===== config.mk =====
export PLATFORM = sky130hd
export DESIGN_NAME = mb_word_seq_flat
export DESIGN_NICKNAME = d
export VERILOG_FILES = /design/src/rtl/mb_word_seq_if.sv /design/src/rtl/mb_word_seq.sv /design/src/flat_wrapper.sv
export SDC_FILE = /design/constraint.sdc
export NUM_CORES = 1
export LEC_CHECK = 0
export BUFFER_PORTS_ARGS = -buffer_cell sky130_fd_sc_hd__buf_2
export CAP_MARGIN = 0
export CORE_ASPECT_RATIO = 1.4
export CORE_MARGIN = 4
export CORE_UTILIZATION = 57
export DETAILED_ROUTE_END_ITERATION = 7
export PLACE_DENSITY = 0.78
export RECOVER_POWER = 25
export REMOVE_ABC_BUFFERS = 1
export SLEW_MARGIN = 20
export SYNTH_ARGS = -nofsm -noshare
export SYNTH_HDL_FRONTEND = slang
export SYNTH_SLANG_ARGS = --single-unit

===== constraint.sdc =====
create_clock -name clk -period 4.7 [get_ports clk]
set_input_delay 0.94 -clock clk [delete_from_list [all_inputs] [get_ports clk]]
set_output_delay 0.94 -clock clk [all_outputs]
set_load 0.03 [all_outputs]

===== src/rtl/mb_word_seq_if.sv =====
`default_nettype none
//============================================================================
// Module      : mb_word_seq_if
// Description : Handshake/bus bundle between a memory-fill requester and the
//               MBOX word sequencer.
//               Requester -> sequencer : START, START_WD, NWORDS,
//                                         DATA_VALID, ADV
//               Sequencer -> requester : MB0..MB3_HOLD_IN, MB_SEL_2_EN,
//                                         MB_SEL_1_EN, MB_SEL_HOLD, BUSY,
//                                         DONE, NXM_ANY
// Revision    : 1.0 - initial release
//============================================================================
interface mb_word_seq_if;
    logic       START;
    logic [1:0] START_WD;
    logic [2:0] NWORDS;
    logic       DATA_VALID;
    logic       ADV;
    logic       MB0_HOLD_IN;
    logic       MB1_HOLD_IN;
    logic       MB2_HOLD_IN;
    logic       MB3_HOLD_IN;
    logic       MB_SEL_2_EN;
    logic       MB_SEL_1_EN;
    logic       MB_SEL_HOLD;
    logic       BUSY;
    logic       DONE;
    logic       NXM_ANY;

    // Sequencer side
    modport slave (
        input  START, START_WD, NWORDS, DATA_VALID, ADV,
        output MB0_HOLD_IN, MB1_HOLD_IN, MB2_HOLD_IN, MB3_HOLD_IN,
        output MB_SEL_2_EN, MB_SEL_1_EN, MB_SEL_HOLD, BUSY, DONE, NXM_ANY
    );

    // Requester / consumer side
    modport master (
        output START, START_WD, NWORDS, DATA_VALID, ADV,
        input  MB0_HOLD_IN, MB1_HOLD_IN, MB2_HOLD_IN, MB3_HOLD_IN,
        input  MB_SEL_2_EN, MB_SEL_1_EN, MB_SEL_HOLD, BUSY, DONE, NXM_ANY
    );
endinterface
`default_nettype wire


===== src/rtl/mb_word_seq.sv =====
`default_nettype none
//============================================================================
// Module      : mb_word_seq
// Description : MBOX memory-buffer word sequencer. Steers up to four memory
//               words into MB0..MB3 starting at a given word number
//               (wrapping mod 4), then walks the MB output-mux select across
//               the same words as the consumer advances. A fill that sees no
//               word for TIMEOUT clocks aborts and sets the sticky NXM flag.
// Ports       : clk   - MBOX clock, all state changes on rising edge
//               rst_n - asynchronous active-low reset
//               mb    - mb_word_seq_if.slave bundle (request, data-valid,
//                       advance in; MB hold strobes, select, status out)
// Revision    : 1.0 - initial release
//============================================================================
module mb_word_seq #(
    parameter int TIMEOUT = 64           // legal 2..255
) (
    input  wire          clk,
    input  wire          rst_n,
    mb_word_seq_if.slave mb
);

    typedef enum logic [1:0] {
        ST_IDLE  = 2'd0,
        ST_FILL  = 2'd1,
        ST_DRAIN = 2'd2
    } state_t;

    localparam logic [7:0] c_tmo_last = 8'(TIMEOUT - 1);

    state_t     r_state;
    logic [1:0] r_ptr;       // MB receiving the next fill word
    logic [2:0] r_rem;       // fill words still expected
    logic [1:0] r_base;      // first word number of the transfer
    logic [2:0] r_nwords;    // effective word count, latched at START
    logic [7:0] r_tmo;       // FILL clocks since last word arrival
    logic [1:0] r_dptr;      // MB currently selected for the consumer
    logic [2:0] r_dcnt;      // words left to consume
    logic [1:0] r_sel;
    logic       r_sel_hold;
    logic       r_busy;
    logic       r_done;
    logic       r_nxm;

    logic [2:0] w_eff_nwords;
    logic       w_fill_wr;

    // Out-of-range counts (0, 5..7) run as a full four-word transfer.
    assign w_eff_nwords = ((mb.NWORDS == 3'd0) || (mb.NWORDS > 3'd4)) ? 3'd4 : mb.NWORDS;

    // Capture strobes are combinational so the addressed MB loads on the
    // same clock the word is on the bus.
    assign w_fill_wr      = (r_state == ST_FILL) && mb.DATA_VALID;
    assign mb.MB0_HOLD_IN = ~(w_fill_wr && (r_ptr == 2'd0));
    assign mb.MB1_HOLD_IN = ~(w_fill_wr && (r_ptr == 2'd1));
    assign mb.MB2_HOLD_IN = ~(w_fill_wr && (r_ptr == 2'd2));
    assign mb.MB3_HOLD_IN = ~(w_fill_wr && (r_ptr == 2'd3));

    assign mb.MB_SEL_2_EN = r_sel[1];
    assign mb.MB_SEL_1_EN = r_sel[0];
    assign mb.MB_SEL_HOLD = r_sel_hold;
    assign mb.BUSY        = r_busy;
    assign mb.DONE        = r_done;
    assign mb.NXM_ANY     = r_nxm;

    always_ff @(posedge clk or negedge rst_n) begin
        if (!rst_n) begin
            r_state    <= ST_IDLE;
            r_ptr      <= 2'd0;
            r_rem      <= 3'd0;
            r_base     <= 2'd0;
            r_nwords   <= 3'd0;
            r_tmo      <= 8'd0;
            r_dptr     <= 2'd0;
            r_dcnt     <= 3'd0;
            r_sel      <= 2'd0;
            r_sel_hold <= 1'b1;
            r_busy     <= 1'b0;
            r_done     <= 1'b0;
            r_nxm      <= 1'b0;
        end else begin
            // Select-load and DONE are single-clock pulses.
            r_done     <= 1'b0;
            r_sel_hold <= 1'b1;

            case (r_state)
                ST_IDLE: begin
                    if (mb.START) begin
                        r_state  <= ST_FILL;
                        r_busy   <= 1'b1;
                        r_ptr    <= mb.START_WD;
                        r_base   <= mb.START_WD;
                        r_rem    <= w_eff_nwords;
                        r_nwords <= w_eff_nwords;
                        r_tmo    <= 8'd0;
                        r_nxm    <= 1'b0;
                    end
                end

                ST_FILL: begin
                    if (mb.DATA_VALID) begin
                        r_ptr <= r_ptr + 2'd1;
                        r_rem <= r_rem - 3'd1;
                        r_tmo <= 8'd0;
                        if (r_rem == 3'd1) begin
                            // Last word in: present the first word to the
                            // consumer on the first DRAIN clock.
                            r_state    <= ST_DRAIN;
                            r_dptr     <= r_base;
                            r_dcnt     <= r_nwords;
                            r_sel      <= r_base;
                            r_sel_hold <= 1'b0;
                        end
                    end else if (r_tmo == c_tmo_last) begin
                        r_state <= ST_IDLE;
                        r_busy  <= 1'b0;
                        r_nxm   <= 1'b1;
                        r_tmo   <= 8'd0;
                    end else begin
                        r_tmo <= r_tmo + 8'd1;
                    end
                end

                ST_DRAIN: begin
                    if (mb.ADV) begin
                        if (r_dcnt > 3'd1) begin
                            r_dptr     <= r_dptr + 2'd1;
                            r_sel      <= r_dptr + 2'd1;
                            r_sel_hold <= 1'b0;
                            r_dcnt     <= r_dcnt - 3'd1;
                        end else begin
                            // Final word consumed; select stays where it is.
                            r_state <= ST_IDLE;
                            r_busy  <= 1'b0;
                            r_done  <= 1'b1;
                            r_dcnt  <= 3'd0;
                        end
                    end
                end

                default: begin
                    r_state <= ST_IDLE;
                    r_busy  <= 1'b0;
                end
            endcase
        end
    end

endmodule
`default_nettype wire


===== src/flat_wrapper.sv =====
// flat-port wrapper written by rule: the top's interface ports become plain ports
module mb_word_seq_flat 
#(
    parameter int TIMEOUT = 64                          
)
  (clk, rst_n, mb_START, mb_START_WD, mb_NWORDS, mb_DATA_VALID, mb_ADV, mb_MB0_HOLD_IN, mb_MB1_HOLD_IN, mb_MB2_HOLD_IN, mb_MB3_HOLD_IN, mb_MB_SEL_2_EN, mb_MB_SEL_1_EN, mb_MB_SEL_HOLD, mb_BUSY, mb_DONE, mb_NXM_ANY);
  mb_word_seq_if mb_i ();
  input  wire clk;
  input  wire rst_n;
  input wire logic [$bits(mb_i.START)-1:0] mb_START;
  input wire logic [$bits(mb_i.START_WD)-1:0] mb_START_WD;
  input wire logic [$bits(mb_i.NWORDS)-1:0] mb_NWORDS;
  input wire logic [$bits(mb_i.DATA_VALID)-1:0] mb_DATA_VALID;
  input wire logic [$bits(mb_i.ADV)-1:0] mb_ADV;
  output wire logic [$bits(mb_i.MB0_HOLD_IN)-1:0] mb_MB0_HOLD_IN;
  output wire logic [$bits(mb_i.MB1_HOLD_IN)-1:0] mb_MB1_HOLD_IN;
  output wire logic [$bits(mb_i.MB2_HOLD_IN)-1:0] mb_MB2_HOLD_IN;
  output wire logic [$bits(mb_i.MB3_HOLD_IN)-1:0] mb_MB3_HOLD_IN;
  output wire logic [$bits(mb_i.MB_SEL_2_EN)-1:0] mb_MB_SEL_2_EN;
  output wire logic [$bits(mb_i.MB_SEL_1_EN)-1:0] mb_MB_SEL_1_EN;
  output wire logic [$bits(mb_i.MB_SEL_HOLD)-1:0] mb_MB_SEL_HOLD;
  output wire logic [$bits(mb_i.BUSY)-1:0] mb_BUSY;
  output wire logic [$bits(mb_i.DONE)-1:0] mb_DONE;
  output wire logic [$bits(mb_i.NXM_ANY)-1:0] mb_NXM_ANY;
  assign mb_i.START = mb_START;
  assign mb_i.START_WD = mb_START_WD;
  assign mb_i.NWORDS = mb_NWORDS;
  assign mb_i.DATA_VALID = mb_DATA_VALID;
  assign mb_i.ADV = mb_ADV;
  assign mb_MB0_HOLD_IN = mb_i.MB0_HOLD_IN;
  assign mb_MB1_HOLD_IN = mb_i.MB1_HOLD_IN;
  assign mb_MB2_HOLD_IN = mb_i.MB2_HOLD_IN;
  assign mb_MB3_HOLD_IN = mb_i.MB3_HOLD_IN;
  assign mb_MB_SEL_2_EN = mb_i.MB_SEL_2_EN;
  assign mb_MB_SEL_1_EN = mb_i.MB_SEL_1_EN;
  assign mb_MB_SEL_HOLD = mb_i.MB_SEL_HOLD;
  assign mb_BUSY = mb_i.BUSY;
  assign mb_DONE = mb_i.DONE;
  assign mb_NXM_ANY = mb_i.NXM_ANY;
  mb_word_seq #(.TIMEOUT(TIMEOUT)) u_core (.clk(clk), .rst_n(rst_n), .mb(mb_i));
endmodule

# Word level (Yosys, flattened, before mapping)
# Cells that the tools add are included.
# op_classes
n_eq_ne	17
add_sub_neg	5
muxes	45
order_cmp	2
n_reduce_logical	19
n_bitwise	4
# ops
cell	count
$mux W2	12
$mux W8	3
$mux W3	7
$pmux W8 S2	1
$reduce_and A5 Y1	3
$mux W1	14
$ne A2 B2 Y1 const B	7
$pmux W3 S2	2
$add A8 B1 Y8 const B	1
$eq A8 B6 Y1 const B	1
$pmux W2 S2	2
$reduce_and A4 Y1	2
$eq A2 B2 Y1 const B	3
$ne A3 B3 Y1 const B	2
$pmux W2 S3	1
$sub A3 B1 Y3 const B	2
$logic_and A1 B1 Y1	5
$add A2 B1 Y2 const B	2
$eq A2 B1 Y1 const B	2
$logic_not A2 Y1	2
$not A1 Y1	4
$pmux W1 S2	2
$reduce_and A2 Y1	2
$reduce_bool A2 Y1	2
8 further kinds	8
# word_totals
output_inout_bits	10
wordCells	104
ff_bits	29

# Longest topological paths before layout
# Gate-level depths: netlist of the first run.
# logic_depth
word_depth	5
ltp_mapped	7
mapped_depth_nobuf	6

# Least setup slack after synthesis of the first run
# No wires, ideal clock.
# synth_path
path_type	register to output
startpoint	reg u_core.r_state[1]
endpoint	out mb_MB0_HOLD_IN
path_stages_with_launch	6
setup_slack_ps	2336
t_arrival_ps	1424
cell_sequence	dfrtp_1 -> inv_1 -> ha_1 -> buf_2 -> clkbuf_1 -> nand3_1
# synth_between
elab_chain_len	4
# synth_rtl
element	line_no	source
from (decl)	mb_word_seq.sv:31	state_t r_state;
from (signal assigned)	mb_word_seq.sv:68	r_state <= ST_IDLE;
from (signal assigned)	mb_word_seq.sv:89	r_state <= ST_FILL;
from (signal assigned)	mb_word_seq.sv:108	r_state <= ST_DRAIN;
$eq A2 B1 Y1	mb_word_seq.sv:53	assign w_fill_wr = (r_state == ST_FILL) && mb.DATA_VALID;
$logic_and A1 B1 Y1	mb_word_seq.sv:53	
$logic_and A1 B1 Y1	mb_word_seq.sv:54	assign mb.MB0_HOLD_IN = ~(w_fill_wr && (r_ptr == 2'd0));
$not A1 Y1	mb_word_seq.sv:54	
to (decl)	flat_wrapper.sv:15	output wire logic [$bits(mb_i.MB0_HOLD_IN)-1:0] mb_MB0_HOLD_IN;
# Every way passes these cells.

# Worst setup path after layout of the first run
# Ends and elaborated chain as after synthesis.

==> results of run 1 <==
[state kept, by name, summed over array words and instances, names as in the netlist, 2 cells and up]
| name | flops |
|---|---|
| u_core.r_dptr | 2 |
| u_core.r_dcnt | 3 |
| u_core.r_state | 2 |
| u_core.r_rem | 3 |
| u_core.r_nwords | 3 |
| u_core.r_ptr | 2 |
| u_core.r_tmo | 8 |
| u_core.r_base | 2 |
[per-stage QoR]
stage	setup WS, ps	power [mW]
floorplan	2411	0.8248
global placement	2362	0.9306
detailed placement	2252	0.9739
CTS	1845	1.200
global route	1736	1.289
finish	1861	1.193
[metal layers]
layer / track usage [%] / wire length, um / vias up
li1: - / - / 657
met1: 22.31 / 1343 / 635
met2: 37.87 / 1899 / 32
met3: 6.160 / 138 / 13
met4: 12.50 / 122 / 0
met5: 0 / 0 / -
[worst max-delay path by stage]
stage	from	endpoint	slack, ps	depth (start not counted)
6_report	u_core.r_state[1]	mb_MB0_HOLD_IN	1860	4
3_3_place_gp	u_core.r_state[1]	mb_MB0_HOLD_IN	2360	4
4_1_cts	u_core.r_state[1]	mb_MB0_HOLD_IN	1840	4
2_1_floorplan	u_core.r_state[1]	mb_MB0_HOLD_IN	2410	3
3_5_place_dp	u_core.r_state[1]	mb_MB0_HOLD_IN	2250	4
5_1_grt	u_core.r_state[1]	mb_MB0_HOLD_IN	1740	4
[cells in the final DEF, fill, tap and decap left out, types with 2 or more instances in the layout]
cell type	Yosys	layout
nand2b_1	4	4
mux2i_1	5	5
or3_1	3	3
nand3_1	6	6
nor3_1	4	4
xnor2_1	4	4
or2_2	2	2
mux2_2	4	4
nand4_1	2	2
nor2_1	14	14
nor2b_1	3	3
o21ai_0	14	14
nand2_1	19	19
buf_2	2	18
nor4_1	2	2
clkbuf_4	0	5
dfrtp_1	28	28
clkbuf_1	1	2
inv_1	13	13
ha_1	13	13
a21oi_1	15	15
[synthesized netlist by cell type]
library cell / number / area [sq um]
nand4_1: 2 / 12.51
o21a_1: 1 / 7.510
mux2_2: 4 / 45.04
mux2i_2: 1 / 13.76
nor4_1: 2 / 12.51
buf_4: 1 / 7.510
a211oi_1: 1 / 7.510
mux2i_1: 5 / 50.05
buf_2: 2 / 10.01
nor3_1: 4 / 20.02
nor2_1: 14 / 52.55
a21oi_1: 15 / 75.07
nand2b_1: 4 / 25.02
a22o_1: 1 / 8.760
o221ai_1: 1 / 8.760
xnor2_1: 4 / 35.03
or2b_1: 1 / 7.510
nand3b_1: 1 / 7.510
o21ai_1: 1 / 5.000
buf_6: 1 / 11.26
nand2_1: 19 / 71.32
a21oi_2: 1 / 8.760
nand3_1: 6 / 30.03
nor3b_1: 1 / 7.510
or3_1: 3 / 18.77
ha_1: 13 / 162.7
inv_1: 13 / 48.80
nor2b_1: 3 / 18.77
a221o_1: 1 / 10.01
or3b_2: 1 / 8.760
o21ai_0: 14 / 70.07
o22a_1: 1 / 8.760
and3_1: 1 / 6.260
or2_2: 2 / 12.51
clkbuf_1: 1 / 3.750
dfstp_2: 1 / 26.28
or4b_1: 1 / 10.01
a32oi_1: 1 / 8.760
dfrtp_1: 28 / 700.7
o2bb2ai_1: 1 / 8.760
[where the power goes]
| group | internal, mW | switching (mW) | total [mW] |
|---|---|---|---|
| Combinational | 0.215 | 0.350 | 0.565 |
| Sequential | 0.342 | 0.0680 | 0.410 |
| Clock | 0.127 | 0.0907 | 0.218 |
| Total | 0.684 | 0.508 | 1.19 |
[worst max-delay path, delay by kind of cell, from the launching register on]
family        cells  cell delay (ps)
fa+ha+maj         1              630
flops             1              420
buf+inv           2              350
simple gates      1              160
[final cells by class]
class / instances / area [sq um] / area share [%]
multi-input cells: 131 / 855.8 / 46.12
flip-flops and latches: 29 / 726.9 / 39.18
repair buffers: 19 / 93.84 / 5.057
clock buffers: 7 / 55.05 / 2.967
inverters: 13 / 48.80 / 2.630
well taps: 36 / 45.04 / 2.428
clock inverters: 1 / 30.03 / 1.618
[kinds of logic after synthesis]
family / Yosys count
simple gates: 65
compound gates: 39
flops: 29
buf+inv: 18
fa+ha+maj: 13
mux: 10
xor+xnor: 4
==> impl_metrics.sql, run 1 <==
INSERT INTO impl_metrics (metric_group, metric, value, unit) VALUES
('place', 'detailedPlacementHpwl', '2.591', 'mm'),
('critical_path', 'critical_path.reg2reg.startpoint', 'u_core.r_state[1]', ''),
('critical_path', 'delay_of_the_slowest_cell_on_the_worst_path', '630', 'ps'),
('place', 'detailed_place.area', '1772', 'sq um'),
('critical_path', 'r2r_setup_slack', '2270', 'ps'),
('status', 'violated_checks', 'capacitance limit, slew limit', ''),
('grt', 'grt_pass1_wl', '6.016', 'mm'),
('cts', 'longest_clk_path_bufs', '2', ''),
('grt', 'antenna_found_initial', '0', ''),
('timing', 'fmax', '352.3', 'MHz'),
('floorplanning', 'dieArea', '3860', 'sq um'),
('critical_path', 'crit_chain', 'inv_1, ha_1, nand3_1, buf_2', ''),
('place', 'gp_routability_congestion', '0.8121', ''),
('final_layout', 'final_core_util', '68.78', '%'),
('route', 'route.final.wire_length', '3.504', 'mm'),
('timing', 'maxSlewViolCount', '30', ''),
('timing', 'final.hold.worst_slack', '493.5', 'ps'),
('cts', 'cts_buffers', '5', ''),
('timing', 'worst_pin_slew', '1581', 'ps'),
('timing', 'report.final.hold_viol_count', '0', ''),
('worst_hold_path', 'whs_path_depth', '2', ''),
('timing', 'maxSlewHeadroom', '-5.372', '%'),
('critical_path', 'r2r_cells', '6', ''),
('grt', 'grt_start_max_net_pins', '30', ''),
('yosys', 'fraction_of_the_mapped_netlist_area_in_compound_gates', '13.68', '%'),
('job', 'max_cap_viol_count', '1', ''),
('cts', 'ctsHtreeMaxLevel', '2', ''),
('timing', 'final.period_utilization', '60.39', '%'),
('grt', 'first_global_vias', '1373', ''),
('critical_path', 'cp_startpoint_kind', 'register', ''),
('cts', 'ctsRootBufferMaster', 'clkbuf_4', ''),
('grt', 'grt_overflow', '0', ''),
('yosys', 'synth_simple_gate_area_share', '19.32', '%'),
('timing', 'setup_repair_after_global_routing_missed_its_margin', 'false', ''),
('critical_path', 'timing.critical_path.to_type', 'primary output', ''),
('floorplanning', 'fp-row-count', '22', ''),
('floorplanning', 'initial_utilization', '61.69', '%'),
('floorplanning', 'io_pins', '20', ''),
('worst_hold_path', 'hold_path.class', 'register to register', ''),
('yosys', 'synth.yosys.seq_area_share', '43.68', '%'),
('timing', 'final.setup.tns', '0', 'ps'),
('power', 'p_leak', '0.8574', 'nW'),
('status', 'run_status', 'finished with violations', ''),
('power', 'irDropWorstVdd', '0.3673', 'mV'),
('final_layout', 'nFillCells', '245', ''),
('final_layout', 'antenna-diode-count', '0', ''),
('route', 'via_per_inst', '5.665', ''),
('final_layout', 'flow.area_growth_from_synthesis', '11.50', '%'),
('yosys', 'synth_cell_types', '40', ''),
('cts', 'cts_setup_buffers', '0', ''),
('final_layout', 'post_route_cells_drive_above_1_share', '17.50', '%'),
('timing', 'fin_worst_skew', '12.07', 'ps'),
('timing', 'setup_viol_count_final', '0', ''),
('critical_path', 'worst_path_arrival_time', '1900', 'ps'),
('critical_path', 'crit_fanout', '21', ''),
('cts', 'clock_sinks', '29', ''),
('cts', 'clock_insertion_delay_worst_skew', '340', 'ps'),
('place', 'dp_cells', '228', ''),
('critical_path', 'worstReg2RegEnd', 'u_core.r_ptr[0]', ''),
('cts', 'tritoncts', 'done', ''),
('yosys', 'dominant_combinational_cell_family_by_area_after_synthesis', 'simple AND/OR/NAND/NOR gates', ''),
('cts', 'post_cts_resized', '0', ''),
('worst_hold_path', 'worst_hold_startpoint', 'u_core.r_nwords[0]', ''),
('floorplanning', 'core', '2698', 'sq um'),
('power', 'power.density', '642.7', 'nW/um^2'),
('critical_path', 'timing.setup.critical_path_class', 'register to primary output', ''),
('route', 'drt_pre_antenna_iters', '4', ''),
('cts', 'cts_hold_repair.buffers', '0', ''),
('floorplanning', 'die-width', '53.67', 'um'),
('route', 'vias', '1337', ''),
('timing', 'fin_crit', '2839', 'ps');
(Power assumes the default switching activity.)
==> run 2, diff against run 1 <==
--- a/config.mk
+++ b/config.mk
@@ -5,6 +5,7 @@
 export SDC_FILE = /design/constraint.sdc
 export NUM_CORES = 1
 export LEC_CHECK = 0
+export ABC_AREA = 1
 export BUFFER_PORTS_ARGS = -buffer_cell sky130_fd_sc_hd__buf_2
 export CAP_MARGIN = 0
 export CORE_ASPECT_RATIO = 1.4
==> constraint.sdc (replaced) <==
create_clock -name clk -period 2.95 [get_ports clk]
set_input_delay 0.59 -clock clk [delete_from_list [all_inputs] [get_ports clk]]
set_output_delay 0.59 -clock clk [all_outputs]
set_load 0.03 [all_outputs]
==> impl_metrics.sql, run 2 <==
INSERT INTO impl_metrics (metric_group, metric, value, unit) VALUES
('timing', 'maxSlewHeadroom', '-3.059', '%'),
('grt', 'grt_start_max_net_pins', '30', ''),
('yosys', 'avgSynthCellArea', '7.969', 'sq um'),
('grt', 'grt_overflow', '0', ''),
('yosys', 'netlist.top_cell.by_area', 'dfrtp_1', ''),
('yosys', 'yosys.area.top_type_share', '39.60', '%'),
('job', 'max_cap_viol_count', '1', ''),
('timing', 'maxSlewViolCount', '30', ''),
('place', 'portBuffers', '19', ''),
('grt', 'gr-usage-all-layers', '21.42', '%'),
('final_layout', 'layout.cells.most_common', 'nand2_1', ''),
('critical_path', 'cp_startpoint_kind', 'register', ''),
('final_layout', 'most_flops_register', 'u_core.r_tmo', ''),
('timing', 'worst_pin_slew', '1546', 'ps'),
('critical_path', 'crit_fanout', '8', ''),
('route', 'route.final.wire_length', '3.483', 'mm'),
('route', 'route.detailed.drc', '0', ''),
('grt', 'grt_pass1_wl', '6.182', 'mm'),
('critical_path', 'worst_path_arrival_time', '1710', 'ps'),
('worst_hold_path', 'hold_path.class', 'register to register', ''),
('grt', 'antenna_found_initial', '0', ''),
('floorplanning', 'fp-row-count', '23', ''),
('timing', 'fin_worst_skew', '6.507', 'ps'),
('yosys', 'commonest_cells_in_the_synthesized_netlist', 'nand2_1 (63), inv_1 (29), dfrtp_1 (28)', ''),
('timing', 'setup_repair_after_global_routing_missed_its_margin', 'false', ''),
('final_layout', 'antenna-diode-count', '0', ''),
('place', 'detailedPlacementHpwl', '2.689', 'mm'),
('power', 'power.density', '1037', 'nW/um^2'),
('floorplanning', 'dieArea', '4072', 'sq um'),
('yosys', 'synth_area', '1769', 'sq um'),
('cts', 'post_cts_resized', '0', ''),
('yosys', 'yosysWarningCount', '0', ''),
('cts', 'ctsRootBufferMaster', 'clkbuf_8', ''),
('cts', 'tritoncts', 'done', ''),
('critical_path', 'required', '2360', 'ps'),
('cts', 'clock_pin_slew_on_the_worst_setup_and_hold_paths', '60', 'ps'),
('cts', 'cts_buffers', '5', ''),
('floorplanning', 'initial_utilization', '60.27', '%'),
('final_layout', 'flip_flop_count_of_the_largest_register_all_copies_and_words_added', '8', ''),
('timing', 'report.final.hold_viol_count', '0', ''),
('final_layout', 'flow.area_growth_from_synthesis', '10.89', '%'),
('final_layout', 'post_route_cells_drive_above_1_share', '15.92', '%'),
('yosys', 'postSynthRegisterBits', '29', ''),
('yosys', 'synth_cell_types', '29', ''),
('timing', 'setup_viol_count_final', '0', ''),
('floorplanning', 'io_pins', '20', ''),
('cts', 'longest_clk_path_bufs', '2', ''),
('yosys', 'asyncSetResetFlopFracSynth', '100.0', '%'),
('route', 'vias', '1424', ''),
('floorplanning', 'die-width', '55.09', 'um'),
('cts', 'ctsHtreeMaxLevel', '2', ''),
('final_layout', 'mostFrequentLayoutCells', 'nand2_1 (63), inv_1 (29), dfrtp_1 (28)', ''),
('yosys', 'synthCells', '222', ''),
('yosys', 'synth_most_common_cell', 'nand2_1', ''),
('yosys', 'synth.yosys.seq_area_share', '41.09', '%'),
('final_layout', 'finalNetCount', '267', ''),
('grt', 'first_global_vias', '1460', ''),
('timing', 'fmax', '434.8', 'MHz'),
('route', 'postRouteAntennaNets', '0', ''),
('floorplanning', 'dieHeight', '73.92', 'um'),
('yosys', 'prevailing_post_synth_register_cell', 'dfrtp_1', ''),
('status', 'violated_checks', 'capacitance limit, slew limit', ''),
('place', 'detailed_place.area', '1873', 'sq um'),
('status', 'run_status', 'finished with violations', ''),
('timing', 'final.setup.tns', '0', 'ps'),
('final_layout', 'finish.instance_area', '1962', 'sq um'),
('cts', 'clock_sinks', '29', ''),
('power', 'irDropWorstVdd', '0.6051', 'mV'),
('cts', 'clock_insertion_delay_worst_skew', '280', 'ps'),
('power', 'p_leak', '1.050', 'nW'),
('cts', 'cts_setup_buffers', '0', ''),
('floorplanning', 'core', '2935', 'sq um'),
('cts', 'cts_hold_repair.buffers', '0', ''),
('timing', 'final.period_utilization', '77.96', '%'),
('place', 'gp_routability_congestion', '0.7887', ''),
('final_layout', 'final_core_util', '66.84', '%'),
('route', 'drtIter0Drc', '53', ''),
('critical_path', 'timing.critical_path.to_type', 'primary output', ''),
('critical_path', 'timing.setup.critical_path_class', 'register to primary output', ''),
('yosys', 'top_area_cells_in_the_synthesized_netlist', 'dfrtp_1 (40%), nand2_1 (13%), ha_1 (9.2%), inv_1 (6.2%), nor2_1 (4.5%)', ''),
('route', 'wire_per_inst', '12.35', 'um'),
('yosys', 'synth_edf_count', '0', ''),
('route', 'via_per_inst', '5.050', ''),
('timing', 'fin_crit', '2300', 'ps'),
('route', 'drt_pre_antenna_iters', '4', '');
==> run 2: changes by cell type in the layout (fill, tap and decap cells not counted), sizes merged, moves of 6 or more <==
| cell | previous run | this run |
|---|---|---|
| nor2 | 14 | 25 |
| mux2i | 6 | 0 |
| nand2 | 19 | 64 |
| a21oi | 16 | 3 |
| inv | 13 | 32 |
| o21ai | 15 | 21 |
| nand3 | 6 | 15 |
==> run 2: worst max-delay path, stage by stage (launching register included) <==
cell and delay, ps:
dfrtp_1 400, inv_1 120, ha_1 330, nand2_1 190, inv_1 150, nand2_1 60, buf_2 170
==> run 2: through the flow <==
step	power [mW]	hold slack, ps	std cells	setup slack (ps)
5_1_grt	2.244	508.4	282	515.6
4_1_cts	2.052	347.3	282	639.6
3_3_place_gp	1.685	464.4	274	1078
2_1_floorplan	1.451	294.4	218	1163
3_5_place_dp	1.710	466.9	274	980.4
6_report	2.034	477.2	282	650.0
==> run 2: cells by family after synthesis <==
group,count (synthesis),synth area share [%]
AND/OR/NAND/NOR,110,28.71
XOR/XNOR,4,1.981
flip-flops,29,41.09
adder cells (fa/ha/maj),13,9.194
AO/OA/AOI/OAI,29,9.618
buffers and inverters,37,9.405
==> run 2: path summary, 6_finish.rpt <==
check	startpoint	endpoint	slack, ps	cells past startpoint
min in group asynchronous	rst_n	u_core.r_base[0]	680	1
max in group asynchronous	rst_n	u_core.r_tmo[7]	1370	1
max	u_core.r_state[1]	mb_MB3_HOLD_IN	650	6
max reg2reg	u_core.r_state[1]	u_core.r_tmo[5]	1070	8
min reg2reg	u_core.mb.NXM_ANY	u_core.mb.NXM_ANY	480	2
min	u_core.mb.NXM_ANY	u_core.mb.NXM_ANY	480	2
==> run 2: layout make-up <==
type,instances,area (sq um)
Timing Repair Buffer,19,93.84
Clock buffer,8,90.09
Fill cell,267,973.4
Multi-Input combinational cell,156,875.8
Tap cell,37,46.29
Sequential cell,29,726.9
Inverter,33,128.9
==> run 2: metal layers <==
| layer | part of all wire, % | up-vias | GRT usage [%] | routed length (um) |
|---|---|---|---|---|
| met1 | 42 | 654 | 23.64 | 1455 |
| met3 | 3.9 | 7 | 5.680 | 136 |
| met5 | 0 | - | 0 | 0 |
| met2 | 52 | 20 | 37.24 | 1823 |
| met4 | 2.0 | 0 | 9.459 | 68 |
| li1 | - | 743 | - | - |
==> run 2: power by group <==
group | internal, mW | switching (mW)
clock | 0.190 | 0.142
combinational | 0.349 | 0.712
sequential | 0.546 | 0.0949
==> run 3, diff against run 2 <==
--- a/config.mk
+++ b/config.mk
@@ -10,9 +10,9 @@
 export CAP_MARGIN = 0
 export CORE_ASPECT_RATIO = 1.4
 export CORE_MARGIN = 4
-export CORE_UTILIZATION = 57
+export CORE_UTILIZATION = 52
 export DETAILED_ROUTE_END_ITERATION = 7
-export PLACE_DENSITY = 0.78
+export PLACE_DENSITY = 0.75
 export RECOVER_POWER = 25
 export REMOVE_ABC_BUFFERS = 1
 export SLEW_MARGIN = 20
==> constraint.sdc (replaced) <==
create_clock -name clk -period 1.9 [get_ports clk]
set_input_delay 0.38 -clock clk [delete_from_list [all_inputs] [get_ports clk]]
set_output_delay 0.38 -clock clk [all_outputs]
set_load 0.03 [all_outputs]
==> impl_metrics.sql, run 3 (same netlist as run 2, synthesis figures left out) <==
INSERT INTO impl_metrics (metric_group, metric, value, unit) VALUES
('timing', 'setup_viol_count_final', '0', ''),
('floorplanning', 'io_pins', '20', ''),
('floorplanning', 'dieArea', '4413', 'sq um'),
('place', 'portBuffers', '19', ''),
('floorplanning', 'fp-row-count', '24', ''),
('route', 'drt_pre_antenna_iters', '5', ''),
('route', 'route.final.wire_length', '3.654', 'mm'),
('grt', 'gr-usage-all-layers', '18.47', '%'),
('status', 'run_status', 'finished with violations', ''),
('place', 'gp_routability_congestion', '0.8003', ''),
('cts', 'cts_hold_repair.buffers', '0', ''),
('grt', 'gr_util_met3', '3.025', '%'),
('grt', 'met2_usage', '32.49', '%'),
('floorplanning', 'core', '3183', 'sq um'),
('final_layout', 'antenna-diode-count', '0', ''),
('final_layout', 'layout.cells.most_common', 'nand2_1', ''),
('critical_path', 'timing.critical_path.to_type', 'primary output', ''),
('critical_path', 'cp_startpoint_kind', 'register', ''),
('timing', 'setup_repair_after_global_routing_missed_its_margin', 'false', ''),
('grt', 'grt_most_used_layer', 'met2', ''),
('route', 'postRouteAntennaNets', '0', ''),
('worst_hold_path', 'hold_path.class', 'input port to register', ''),
('timing', 'fin_crit', '1807', 'ps'),
('grt', 'grt_pass1_wl', '6.465', 'mm'),
('timing', 'setup_ws', '92.57', 'ps'),
('grt', 'antenna_found_initial', '0', ''),
('timing', 'maxSlewHeadroom', '-5.163', '%'),
('critical_path', 'timing.setup.critical_path_class', 'register to primary output', ''),
('grt', 'grt_overflow', '0', ''),
('cts', 'clock_sinks', '29', ''),
('floorplanning', 'initial_utilization', '55.58', '%'),
('final_layout', 'finalNetCount', '268', ''),
('critical_path', 'critical_path_buf_inv_count', '3', ''),
('critical_path', 'r2r_cells', '8', ''),
('critical_path', 'delay_of_the_slowest_cell_on_the_worst_path', '390', 'ps'),
('critical_path', 'crit_path_top_delay_cell', 'dfrtp_1', ''),
('place', 'detailedPlacementHpwl', '2.712', 'mm'),
('floorplanning', 'die-width', '57.30', 'um'),
('cts', 'clock_pin_slew_on_the_worst_setup_and_hold_paths', '70', 'ps'),
('worst_hold_path', 'worst_hold_startpoint', 'mb_START_WD[0]', ''),
('critical_path', 'worst_path_arrival_time', '1430', 'ps'),
('route', 'via_per_inst', '5.126', ''),
('route', 'drtIter0Drc', '38', ''),
('timing', 'final.period_utilization', '95.13', '%'),
('critical_path', 'worstReg2RegEnd', 'u_core.r_tmo[5]', ''),
('worst_hold_path', 'hold_endpoint', 'u_core.r_base[0]', ''),
('final_layout', 'most_flops_register', 'u_core.r_tmo', ''),
('final_layout', 'nFillCells', '290', ''),
('grt', 'first_global_vias', '1505', ''),
('final_layout', 'flow.area_growth_from_synthesis', '13.37', '%'),
('power', 'power.density', '1652', 'nW/um^2'),
('cts', 'ctsHtreeMaxLevel', '2', ''),
('timing', 'fin_worst_skew', '9.465', 'ps'),
('timing', 'final.hold.worst_slack', '324.2', 'ps'),
('place', 'dpl_worst_slack', '112.5', 'ps'),
('critical_path', 'critical_path.most_common_cell', 'nand2_1', ''),
('timing', 'final.setup.tns', '0', 'ps'),
('job', 'max_cap_viol_count', '1', ''),
('final_layout', 'instances_no_fill', '285', ''),
('cts', 'tritoncts', 'done', ''),
('status', 'violated_checks', 'capacitance limit, slew limit', ''),
('timing', 'fmax', '553.3', 'MHz'),
('critical_path', 'cpLargestDelayFamily', 'buffers and inverters', ''),
('critical_path', 'timing.critical_path.from', 'u_core.r_state[1]', ''),
('grt', 'grt_start_max_net_pins', '30', ''),
('timing', 'report.final.hold_viol_count', '0', ''),
('route', 'route.detailed.drc', '0', ''),
('route', 'vias', '1461', ''),
('critical_path', 'critical_path.reg2reg.startpoint', 'u_core.r_state[0]', ''),
('final_layout', 'post_route_cells_drive_above_1_share', '17.89', '%'),
('floorplanning', 'dieHeight', '77.02', 'um'),
('cts', 'cts_buffers', '5', ''),
('power', 'p_leak', '1.063', 'nW'),
('timing', 'worst_pin_slew', '1577', 'ps'),
('cts', 'longest_clk_path_bufs', '2', ''),
('critical_path', 'crit_chain', 'inv_1, ha_4, nand2_1, inv_2, nand2_1, buf_2', ''),
('route', 'wire_per_inst', '12.82', 'um'),
('grt', 'gr-usage-met1', '21.23', '%'),
('cts', 'clock_insertion_delay_worst_skew', '290', 'ps'),
('cts', 'ctsRootBufferMaster', 'clkbuf_8', ''),
('final_layout', 'flip_flop_count_of_the_largest_register_all_copies_and_words_added', '8', ''),
('place', 'dp_cells', '277', ''),
('timing', 'maxSlewViolCount', '30', ''),
('worst_hold_path', 'whs_path_depth', '3', ''),
('final_layout', 'mostFrequentLayoutCells', 'nand2_1 (63), inv_1 (28), dfrtp_1 (28)', ''),
('critical_path', 'r2r_setup_slack', '180', 'ps'),
('critical_path', 'crit_fanout', '8', ''),
('critical_path', 'required', '1520', 'ps'),
('power', 'irDropWorstVdd', '0.9578', 'mV');
==> run 3: cell types whose count changed in the layout (fill, tap and decap cells not counted), sizes merged <==
cell,before,now
clkbuf,9,7
buf,18,19
bufinv,0,1
clkinv,1,2
==> run 3: worst max-delay path by stage <==
stage / endpoint / slack, ps / cells past startpoint
2_1_floorplan: mb_MB0_HOLD_IN / 320 / 5
3_3_place_gp: u_core.r_tmo[5] / 180 / 8
3_5_place_dp: u_core.r_tmo[5] / 110 / 8
4_1_cts: mb_MB2_HOLD_IN / 10 / 6
5_1_grt: mb_MB1_HOLD_IN / 10 / 6
6_report: mb_MB2_HOLD_IN / 90 / 6
==> run 3: per-stage QoR <==
step	instance area [sq um]	utilization (%)	power, mW
global route	2006	63.01	3.635
finish	2006	63.01	3.314
detailed placement	1883	59.16	2.645
CTS	1993	62.62	3.286
global placement	1883	59.16	2.632
floorplan	1732	-	2.253
==> run 3: power by group <==
part / total, mW / switching [mW] / internal, mW
sequential: 1.00 / 0.156 / 0.847
clock: 0.636 / 0.248 / 0.389
combinational: 1.67 / 1.11 / 0.564
==> run 3: routing by layer <==
layer	routed length [um]	vias up
met4	107	0
met1	1516	668
met3	125	13
met5	0	-
li1	-	746
met2	1905	34
==> run 3: layout make-up <==
type,instances,area [sq um],area share (%)
clock buffers,6,72.57,3.618
clock inverters,2,35.03,1.747
inverters,33,128.9,6.425
multi-input cells,156,892.1,44.48
flip-flops and latches,29,726.9,36.24
well taps,39,48.80,2.433
repair buffers,20,101.3,5.053
==> run 3: what timing repair did <==
item                       4_1_cts  5_1_grt
setup endpoints to repair        4        4
resized for setup                1        3
setup buffers                    0        0
pin swaps                        0        0
==> run 3: worst register-to-register path: cells and delay by family (launching register included) <==
family,cells,cell delay [ps]
buffers and inverters,1,130
adder cells (fa/ha/maj),1,350
flip-flops,1,440
AND/OR/NAND/NOR,4,430
AO/OA/AOI/OAI,2,300
